### config.mk
export PLATFORM = sky130hd
export DESIGN_NAME = tcp_rt_timer_table
export DESIGN_NICKNAME = d
export VERILOG_FILES = /design/src/rtl/tcp_rt_timer_table.sv
export SDC_FILE = /design/constraint.sdc
export NUM_CORES = 2
export LEC_CHECK = 0
export BUFFER_PORTS_ARGS = -buffer_cell sky130_fd_sc_hd__buf_4
export CAP_MARGIN = 20
export CORE_ASPECT_RATIO = 0.8
export CORE_UTILIZATION = 55
export DETAILED_ROUTE_END_ITERATION = 12
export HOLD_SLACK_MARGIN = 0.06
export PLACE_DENSITY_LB_ADDON = 0.08
export SETUP_SLACK_MARGIN = 0.4
export SLEW_MARGIN = 20
export SYNTH_ARGS = -nofsm -noshare
export SYNTH_HDL_FRONTEND = slang
export SYNTH_SLANG_ARGS = --single-unit
### constraint.sdc
create_clock -name clk -period 28 [get_ports clk]
set_clock_uncertainty 0.05 [all_clocks]
set_input_delay 4.2 -clock clk [delete_from_list [all_inputs] [get_ports clk]]
set_output_delay 4.2 -clock clk [all_outputs]
set_load 0.02 [all_outputs]
### src/rtl/tcp_rt_timer_table.sv
// Per-flow TCP retransmit timers with duplicate-ACK fast retransmit detection.
// A round-robin scanner ages one flow per cycle; a registered arbiter emits retransmit requests.

module tcp_rt_flow_entry #(
  parameter int TIMESTAMP_W       = 64,
  parameter int RT_TIMEOUT_CYCLES = 250000000,
  parameter int DUP_ACK_CNT_W     = 4,
  parameter int DUP_ACK_RT        = 3,
  parameter int ACK_NUM_W         = 32
) (
  input  logic                   clk,
  input  logic                   rst,
  input  logic [TIMESTAMP_W-1:0] now_i,
  input  logic                   arm_i,
  input  logic                   ack_i,
  input  logic [ACK_NUM_W-1:0]   ack_num_i,
  input  logic                   ack_all_acked_i,
  input  logic                   scan_i,
  input  logic                   clr_to_i,
  input  logic                   clr_fast_i,
  output logic                   to_pend_o,
  output logic                   fast_pend_o
);
  localparam int CW = (TIMESTAMP_W > 32) ? TIMESTAMP_W : 32;
  localparam logic [DUP_ACK_CNT_W-1:0] DUP_MAX = '1;
  localparam logic [DUP_ACK_CNT_W-1:0] DUP_TH  = DUP_ACK_CNT_W'(DUP_ACK_RT);

  logic                     armed_q, armed_d;
  logic [TIMESTAMP_W-1:0]   start_q, start_d;
  logic [ACK_NUM_W-1:0]     last_ack_q, last_ack_d;
  logic [DUP_ACK_CNT_W-1:0] dup_q, dup_d;
  logic                     to_q, to_d, fast_q, fast_d;
  logic [TIMESTAMP_W-1:0]   age;
  logic                     ack_dup, ack_new, expire;

  always_comb begin
    age        = now_i - start_q;
    ack_dup    = ack_i && (ack_num_i == last_ack_q);
    ack_new    = ack_i && !ack_dup;
    // A fresh arm or new ACK this cycle supersedes an expiry seen by the scanner.
    expire     = scan_i && armed_q && (CW'(age) >= CW'(RT_TIMEOUT_CYCLES)) && !arm_i && !ack_new;
    armed_d    = armed_q;
    start_d    = start_q;
    last_ack_d = last_ack_q;
    dup_d      = dup_q;
    to_d       = to_q;
    fast_d     = fast_q;
    if (clr_to_i) begin
      to_d   = 1'b0;
      fast_d = 1'b0;
      dup_d  = '0;
    end
    if (clr_fast_i) fast_d = 1'b0;
    if (expire) begin
      armed_d = 1'b0;
      to_d    = 1'b1;
    end
    if (ack_dup && (dup_d != DUP_MAX)) begin
      dup_d = dup_d + 1'b1;
      if (dup_d == DUP_TH) fast_d = 1'b1;
    end
    if (ack_new) begin
      last_ack_d = ack_num_i;
      dup_d      = '0;
      fast_d     = 1'b0;
      if (ack_all_acked_i) armed_d = 1'b0;
      else                 start_d = now_i;
    end
    if (arm_i && (!armed_q || ack_new)) begin
      armed_d = 1'b1;
      start_d = now_i;
    end
  end

  always_ff @(posedge clk or posedge rst) begin
    if (rst) begin
      armed_q    <= 1'b0;
      start_q    <= '0;
      last_ack_q <= '0;
      dup_q      <= '0;
      to_q       <= 1'b0;
      fast_q     <= 1'b0;
    end else begin
      armed_q    <= armed_d;
      start_q    <= start_d;
      last_ack_q <= last_ack_d;
      dup_q      <= dup_d;
      to_q       <= to_d;
      fast_q     <= fast_d;
    end
  end

  assign to_pend_o   = to_q;
  assign fast_pend_o = fast_q;
endmodule

module tcp_rt_timer_table #(
  parameter int NUM_FLOWS         = 8,
  parameter int FLOWID_W          = $clog2(NUM_FLOWS),
  parameter int TIMESTAMP_W       = 64,
  parameter int RT_TIMEOUT_CYCLES = 250000000,
  parameter int DUP_ACK_CNT_W     = 4,
  parameter int DUP_ACK_RT        = 3,
  parameter int ACK_NUM_W         = 32
) (
  input  logic                 clk,
  input  logic                 rst,
  input  logic                 arm_val,
  input  logic [FLOWID_W-1:0]  arm_flowid,
  input  logic                 ack_val,
  input  logic [FLOWID_W-1:0]  ack_flowid,
  input  logic [ACK_NUM_W-1:0] ack_num,
  input  logic                 ack_all_acked,
  output logic                 ack_rdy,
  output logic                 rt_req_val,
  output logic [FLOWID_W-1:0]  rt_req_flowid,
  output logic                 rt_req_fast,
  input  logic                 rt_req_rdy
);
  logic [TIMESTAMP_W-1:0] now_q;
  logic [FLOWID_W-1:0]    scan_q, rr_q, rr_d, fid_q, fid_d;
  logic                   val_q, val_d, fast_q, fast_d;
  logic [NUM_FLOWS-1:0]   arm_hit, ack_hit, scan_hit, clr_to, clr_fast;
  logic [NUM_FLOWS-1:0]   to_pend, fast_pend, pend_vis;
  logic                   hs, found, sel_fast;
  logic [FLOWID_W-1:0]    base, idx, sel;

  assign hs      = val_q && rt_req_rdy;
  assign ack_rdy = 1'b1;

  for (genvar g = 0; g < NUM_FLOWS; g++) begin : g_flow
    assign arm_hit[g]  = arm_val && (arm_flowid == FLOWID_W'(g));
    assign ack_hit[g]  = ack_val && (ack_flowid == FLOWID_W'(g));
    assign scan_hit[g] = (scan_q == FLOWID_W'(g));
    assign clr_to[g]   = hs && (fid_q == FLOWID_W'(g)) && !fast_q;
    assign clr_fast[g] = hs && (fid_q == FLOWID_W'(g)) && fast_q;
    // Pending state as it will stand after this edge's grant clear.
    assign pend_vis[g] = (to_pend[g] && !clr_to[g]) ||
                         (fast_pend[g] && !clr_to[g] && !clr_fast[g]);
  end

  tcp_rt_flow_entry #(
    .TIMESTAMP_W      (TIMESTAMP_W),
    .RT_TIMEOUT_CYCLES(RT_TIMEOUT_CYCLES),
    .DUP_ACK_CNT_W    (DUP_ACK_CNT_W),
    .DUP_ACK_RT       (DUP_ACK_RT),
    .ACK_NUM_W        (ACK_NUM_W)
  ) u_flow [NUM_FLOWS-1:0] (
    .clk            (clk),
    .rst            (rst),
    .now_i          (now_q),
    .arm_i          (arm_hit),
    .ack_i          (ack_hit),
    .ack_num_i      (ack_num),
    .ack_all_acked_i(ack_all_acked),
    .scan_i         (scan_hit),
    .clr_to_i       (clr_to),
    .clr_fast_i     (clr_fast),
    .to_pend_o      (to_pend),
    .fast_pend_o    (fast_pend)
  );

  always_comb begin
    base  = hs ? fid_q : rr_q;
    found = 1'b0;
    sel   = '0;
    idx   = '0;
    for (int i = 1; i <= NUM_FLOWS; i++) begin
      idx = base + FLOWID_W'(i);
      if (!found && pend_vis[idx]) begin
        found = 1'b1;
        sel   = idx;
      end
    end
    sel_fast = !(to_pend[sel] && !clr_to[sel]);
    val_d = val_q;
    fid_d = fid_q;
    fast_d = fast_q;
    rr_d  = rr_q;
    if (hs) rr_d = fid_q;
    if (!val_q || hs) begin
      val_d = found;
      if (found) begin
        fid_d  = sel;
        fast_d = sel_fast;
      end
    end
  end

  always_ff @(posedge clk or posedge rst) begin
    if (rst) begin
      now_q  <= '0;
      scan_q <= '0;
      rr_q   <= '0;
      val_q  <= 1'b0;
      fid_q  <= '0;
      fast_q <= 1'b0;
    end else begin
      now_q  <= now_q + 1'b1;
      scan_q <= scan_q + 1'b1;
      rr_q   <= rr_d;
      val_q  <= val_d;
      fid_q  <= fid_d;
      fast_q <= fast_d;
    end
  end

  assign rt_req_val    = val_q;
  assign rt_req_flowid = fid_q;
  assign rt_req_fast   = fast_q;
endmodule

After elaboration in Yosys (flattened, before gate mapping)
Index checks and enable logic that the tools add are counted.
Widths: inputs -> output; s select.

word-level totals
  register bits = 899
  input bits = 44
  output and inout bits = 6

operators by class
  add/sub/neg operators = 25
  magnitude comparators = 17
  eq/ne operators = 60
  multiplexer cells = 166
  reduce and logical (&&, ||, !) cells = 242

operators by type and width
  kind                   number
  $mux 64                17
  $ge 64x28->1 const B   8
  $sub 64x64->64         8
  $eq 32x32->1           8
  $logic_and 1x1->1      137
  $mux 1                 106
  $mux 4                 24
  $add 64x1->64 const B  1
  $logic_not 1->1        59
  $eq 3x3->1 const B     16
  $lt 3x4->1 const B     9
  $add 4x1->4 const B    8
  $eq 4x2->1 const B     8
  $ne 4x4->1 const B     8
  $reduce_bool 2->1      16
  $bmux 1 s3             10
  $mux 3                 9
  $eq 3x2->1 const B     8
  $reduce_and 2->1       9
  $logic_or 1x1->1       17
  $ne 2x1->1 const B     8
  $add 3x3->3 const B    4
  $eq 3x1->1 const B     4
  $logic_not 3->1        4
  other kinds (2)        4

Longest topological paths before layout
  depth after elaboration = 36
  mapped depth = 18
  depth with buffers taken out = 17

Cells and area by module
A second synthesis with hierarchy kept.

second synthesis, totals
  cell total of the unflattened synthesis = 10211
  area total of the unflattened synthesis = 77455.5 um2

by module, submodules not included
  module                             instances  cells each  area an instance (um2)
  tcp_rt_flow_entry (u_flow[0] ...)  5          1219        9019.9
  tcp_rt_flow_entry (u_flow[2])      1          1186        9481.6
  tcp_rt_flow_entry (u_flow[7])      1          1224        9113.7
  tcp_rt_flow_entry (u_flow[1])      1          1184        8987.4
  tcp_rt_timer_table                 1          522         4773.3

Worst setup path after synthesis
OpenSTA, ideal clock, no wires.

  path kind = in2reg
  start = in rt_req_rdy
  end = reg fast_q, in the netlist rt_req_fast
  setup time = 0.070 ns
  arrival time = 7.468 ns
  data required time = 27.880 ns
  path slack = 20.412 ns
  stages = 18
  buffers on the path = 2
  cell sequence = clkbuf_1 nand2_1 mux2i_1 clkbuf_1 ha_1 inv_1 mux4_2 a31oi_1 a32oi_1 o311a_1 nor4b_2 nand2_1 o21ai_0 o21ai_0 nand2_1 mux2i_1 nand3_1 nand3_1

on the way
  word-level cells in the longest chain between the ends = 36
  elaborated cells between the ends (all ways) = 136
  classes of those cells = add/sub: 7; mux: 37; reduce/logical: 92

ends and longest elaborated chain
  element                                                               line  source
  start, declared                                                       118   input logic rt_req_rdy
  $logic_and 1x1->1 *                                                   128   assign hs = val_q && rt_req_rdy;
  parallel branches: the longest is 35 deep, another holds $add 3x1->3  n/a
  end signal, assigned                                                  204   fast_q <= fast_d;
  end, declared                                                         122   logic val_q, val_d, fast_q, fast_d;

Mark *: on every way between the ends. The select of a mux whose other input is x is not followed.
A chain may end at the register's enable or synchronous reset.

==> reports/summary.md <==
## Critical path
* **Critical Path End Type** async pin
* **critical path required time** 28.68 ns
* **worst-path fanout max** 86
* **kind of launch point of the worst setup path** primary input
* **category of the critical setup timing path** primary input to async pin
* **critical path data arrival time** 8.63 ns

## Status
* **result of the run** completed

## Placement
* **final weighted congestion in routability-driven placement** 0.975
* **HPWL after detailed placement** 166000 µm
* **Worst Setup Slack post-DPL** 18.49 ns
* **total placed instance area** 74100 µm²
* **Buffers on Ports** 48

## STA
* **transition time of the tightest slew-check pin** 1.22 ns
* **final setup violation count** 0
* **smallest setup slack after layout** 20.05 ns
* **hold violation total from the final report** 0
* **fin crit period** 7.95 ns
* **max-slew violation total from the final report** 0
* **aggregate negative setup slack** 0 ns
* **Slew HR** 17.7%
* **period utilization** 28.4%
* **setup repair after global routing missed its margin** false
* **highest clock frequency the design can meet** 0.126 GHz

## Detailed routing
* **number of remaining DRC errors** 0
* **count of routing violations after the opening detailed-route iteration** 6246
* **drt first pass iters** 6
* **number of vias per cell** 6.21
* **WL/cell** 21.1 µm
* **number of routed nets with antenna violations** 0
* **total vias in the final route** 65200
* **wire length after detailed routing** 222000 µm

## Synthesis
* **most frequent cell after synthesis** sky130_fd_sc_hd__nand2_1
* **top area cells in the synthesized netlist** sky130_fd_sc_hd__dfrtp_1 31%, sky130_fd_sc_hd__ha_1 9.1%, sky130_fd_sc_hd__nand2_1 6.4%
* **cell taking the most area after synthesis** sky130_fd_sc_hd__dfrtp_1
* **synthesis warning total** 0
* **post-synthesis net count** 9498
* **number of different library cells in the post-synthesis netlist** 99
* **flops & latches, synth** 899
* **ranking of synthesized cells by instance count** 1233 x sky130_fd_sc_hd__nand2_1, 899 x sky130_fd_sc_hd__dfrtp_1, 704 x sky130_fd_sc_hd__o21ai_0, 691 x sky130_fd_sc_hd__inv_1, 648 x sky130_fd_sc_hd__a21oi_1
* **most used flip-flop cell after synthesis** sky130_fd_sc_hd__dfrtp_1
* **cell count after synthesis** 8917
* **proportion of synthesized chip area in sequential cells** 31.0%
* **Async S/R FF share, synth** 100%
* **Yosys top cell area share** 31.0%
* **count of flip-flops with a built-in enable after synthesis** 0
* **syn_area_per_cell** 8.13 µm²
* **synthesized area** 72500 µm²

## GRT
* **antenna violations before repair** 1
* **maximum number of pins on one net before global-route repair** 168
* **first-pass GRT wire length** 347000 µm
* **total track usage** 32.5%
* **via count of the first global-routing pass** 60600
* **Congestion Overflow GR** 0

## Clock tree
* **number of buffers added to fix hold violations after cts** 0
* **Resize count post-CTS** 0
* **CTS Buf Count** 97
* **post-CTS clock slew at the launch and capture registers of the worst setup and hold paths** 0.06 ns
* **level count of the clock H-tree** 3
* **clock tree from TritonCTS** yes
* **clock latency of the later-clocked register in the worst-skew pair** 0.75 ns
* **Max Buffers Root-to-Sink** 3
* **number of sinks driven by the clock tree** 899
* **library cell used as clock root buffer** sky130_fd_sc_hd__clkbuf_16
* **buffer count from post-CTS setup fixing** 0

## Floorplan
* **Ports** 50
* **Row Count** 118
* **Die Area** 133000 µm²
* **die width** 408 µm
* **core region area** 130000 µm²
* **starting density of the core** 55.7%
* **vertical die dimension** 327 µm

## Power
* **switching power summed over all nets** 0.00171 W
* **share of total power in the clock network** 30.3%
* **static leakage** 37.5 nW
* **maximum vdd ir drop** 0.0583 mV
* **proportion of total power due to net switching** 36.6%
* **sequential fraction of design power** 32.6%
* **total internal power** 0.00296 W
* **overall power of the completed layout** 0.00468 W
* **combinational fraction of design power** 37.2%
* **power density normalized to cell area** 60.2 nW/µm²

## Final layout
* **synthesis-to-finish area growth** 7.20%
* **Layout Cell Area excl Fill** 77700 µm²
* **fin nets** 9244
* **share of post-route cells with drive strength above 1** 9.02%

## Worst hold path
* **path category of the worst min-delay check** flop to flop

## Run
* **Max-Cap Viols** 0

-- final cells by class --
| cell class | instances | area (µm²) |
|---|---|---|
| Tap cell | 1740 | 2180 |
| Clock buffer | 125 | 2730 |
| Fill cell | 11800 | 52400 |
| Sequential cell | 899 | 22500 |
| Timing Repair Buffer | 160 | 1260 |
| Clock inverter | 57 | 822 |
| Antenna cell | 1 | 2.50 |
| Multi-Input combinational cell | 6809 | 45600 |
| Inverter | 696 | 2620 |
-- registers in the layout, indices dropped and copies added, names as in the netlist --
| register | count |
|---|---|
| u_flow.start_q | 512 |
| u_flow.last_ack_q | 256 |
| rt_req_fast | 1 |
| u_flow.fast_pend_o | 8 |
| u_flow.dup_q | 32 |
| now_q | 64 |
| rt_req_val | 1 |
| scan_q | 3 |
| rt_req_flowid | 3 |
| u_flow.to_pend_o | 8 |
| rr_q | 3 |
| u_flow.armed_q | 8 |
-- power by group through the flow --
stage | logic (W) | clock network, W | registers (W)
finish | 0.00174 | 0.00141 | 0.00152
global route | 0.00190 | 0.00149 | 0.00154
CTS | 0.00171 | 0.00144 | 0.00152
detailed placement | 0.00170 | 0 | 0.00154
global placement | 0.00169 | 0 | 0.00154
floorplan | 0.00130 | 0 | 0.00152
-- stage by stage --
step / util, % / cells / hold WS (ns)
final: 59.7 / 10500 / 0.445
after global routing: 59.7 / 10500 / 0.458
after CTS: 59.7 / 10500 / 0.442
after detailed placement: 56.9 / 10300 / 0.428
after global placement: 56.9 / 10300 / 0.415
after floorplan: - / 8917 / 0.400
-- layer usage --
layer,track usage [%],vias to the layer above,routed length [µm]
met4,7.75,0,5530
li1,-,31100,-
met3,6.03,320,18000
met2,47.3,2253,91300
met5,0,-,0
met1,49.5,31500,107000
-- cell families (layout without fill, tap and decap cells) --
family	after synthesis	in the layout	synth area share [%]
XOR/XNOR	623	623	7.53
adder cells (fa/ha/maj)	537	537	9.36
buffers and inverters	1209	1038	6.29
other	1	2	0.00518
flip-flops	899	899	31.0
AO/OA/AOI/OAI	2461	2461	21.3
AND/OR/NAND/NOR	2758	2758	17.8
multiplexers	429	429	6.59
-- path summary, 6_finish.rpt --
check	to	slack (ns)	cells past startpoint	start
setup / recovery	u_flow[6].last_ack_q[15]	20.05	8	rst
setup reg to reg	u_flow[0].to_pend_o	21.38	19	now_q[1]
hold / removal	u_flow[7].start_q[0]	0.44	2	u_flow[7].start_q[0]
hold reg to reg	u_flow[7].start_q[0]	0.44	2	u_flow[7].start_q[0]
min in group asynchronous	u_flow[7].start_q[6]	3.66	3	rst
max in group clk	u_flow[4].start_q[18]	20.08	12	ack_num[15]
-- critical path, stage by stage --
cell	delay (ns)
sky130_fd_sc_hd__buf_4	0.12
sky130_fd_sc_hd__clkinvlp_4	0.05
sky130_fd_sc_hd__buf_4	0.55
sky130_fd_sc_hd__buf_4	0.68
sky130_fd_sc_hd__buf_4	0.61
sky130_fd_sc_hd__buf_6	0.64
sky130_fd_sc_hd__buf_6	0.70
sky130_fd_sc_hd__buf_4	0.87
-- layout by cell type (no fill, tap or decap), drive strengths merged, types with 25 or more instances in the layout --
master | netlist | final
nand2 | 1233 | 1233
a221oi | 28 | 28
and3 | 79 | 79
nor4 | 93 | 93
a21boi | 31 | 31
clkbuf | 457 | 125
a21oi | 649 | 649
mux2 | 366 | 366
ha | 529 | 529
mux2i | 61 | 61
xnor2 | 392 | 392
o2111ai | 30 | 30
o211ai | 83 | 83
dfrtp | 899 | 899
clkinv | 3 | 29
inv | 693 | 698
a2111oi | 25 | 25
nand4 | 229 | 229
o21a | 83 | 83
o22ai | 43 | 43
o31ai | 58 | 58
nor3 | 117 | 117
or3 | 26 | 26
nand2b | 91 | 91
nor2b | 56 | 56
o21ai | 722 | 722
and4 | 26 | 26
buf | 56 | 159
a211oi | 73 | 73
nand3 | 200 | 200
or2 | 25 | 25
and2 | 42 | 42
a21o | 198 | 198
o21bai | 71 | 71
xor2 | 231 | 231
a31oi | 94 | 94
nor2 | 440 | 440
a211o | 27 | 27
Note: power is estimated with default switching activity, not from simulation.
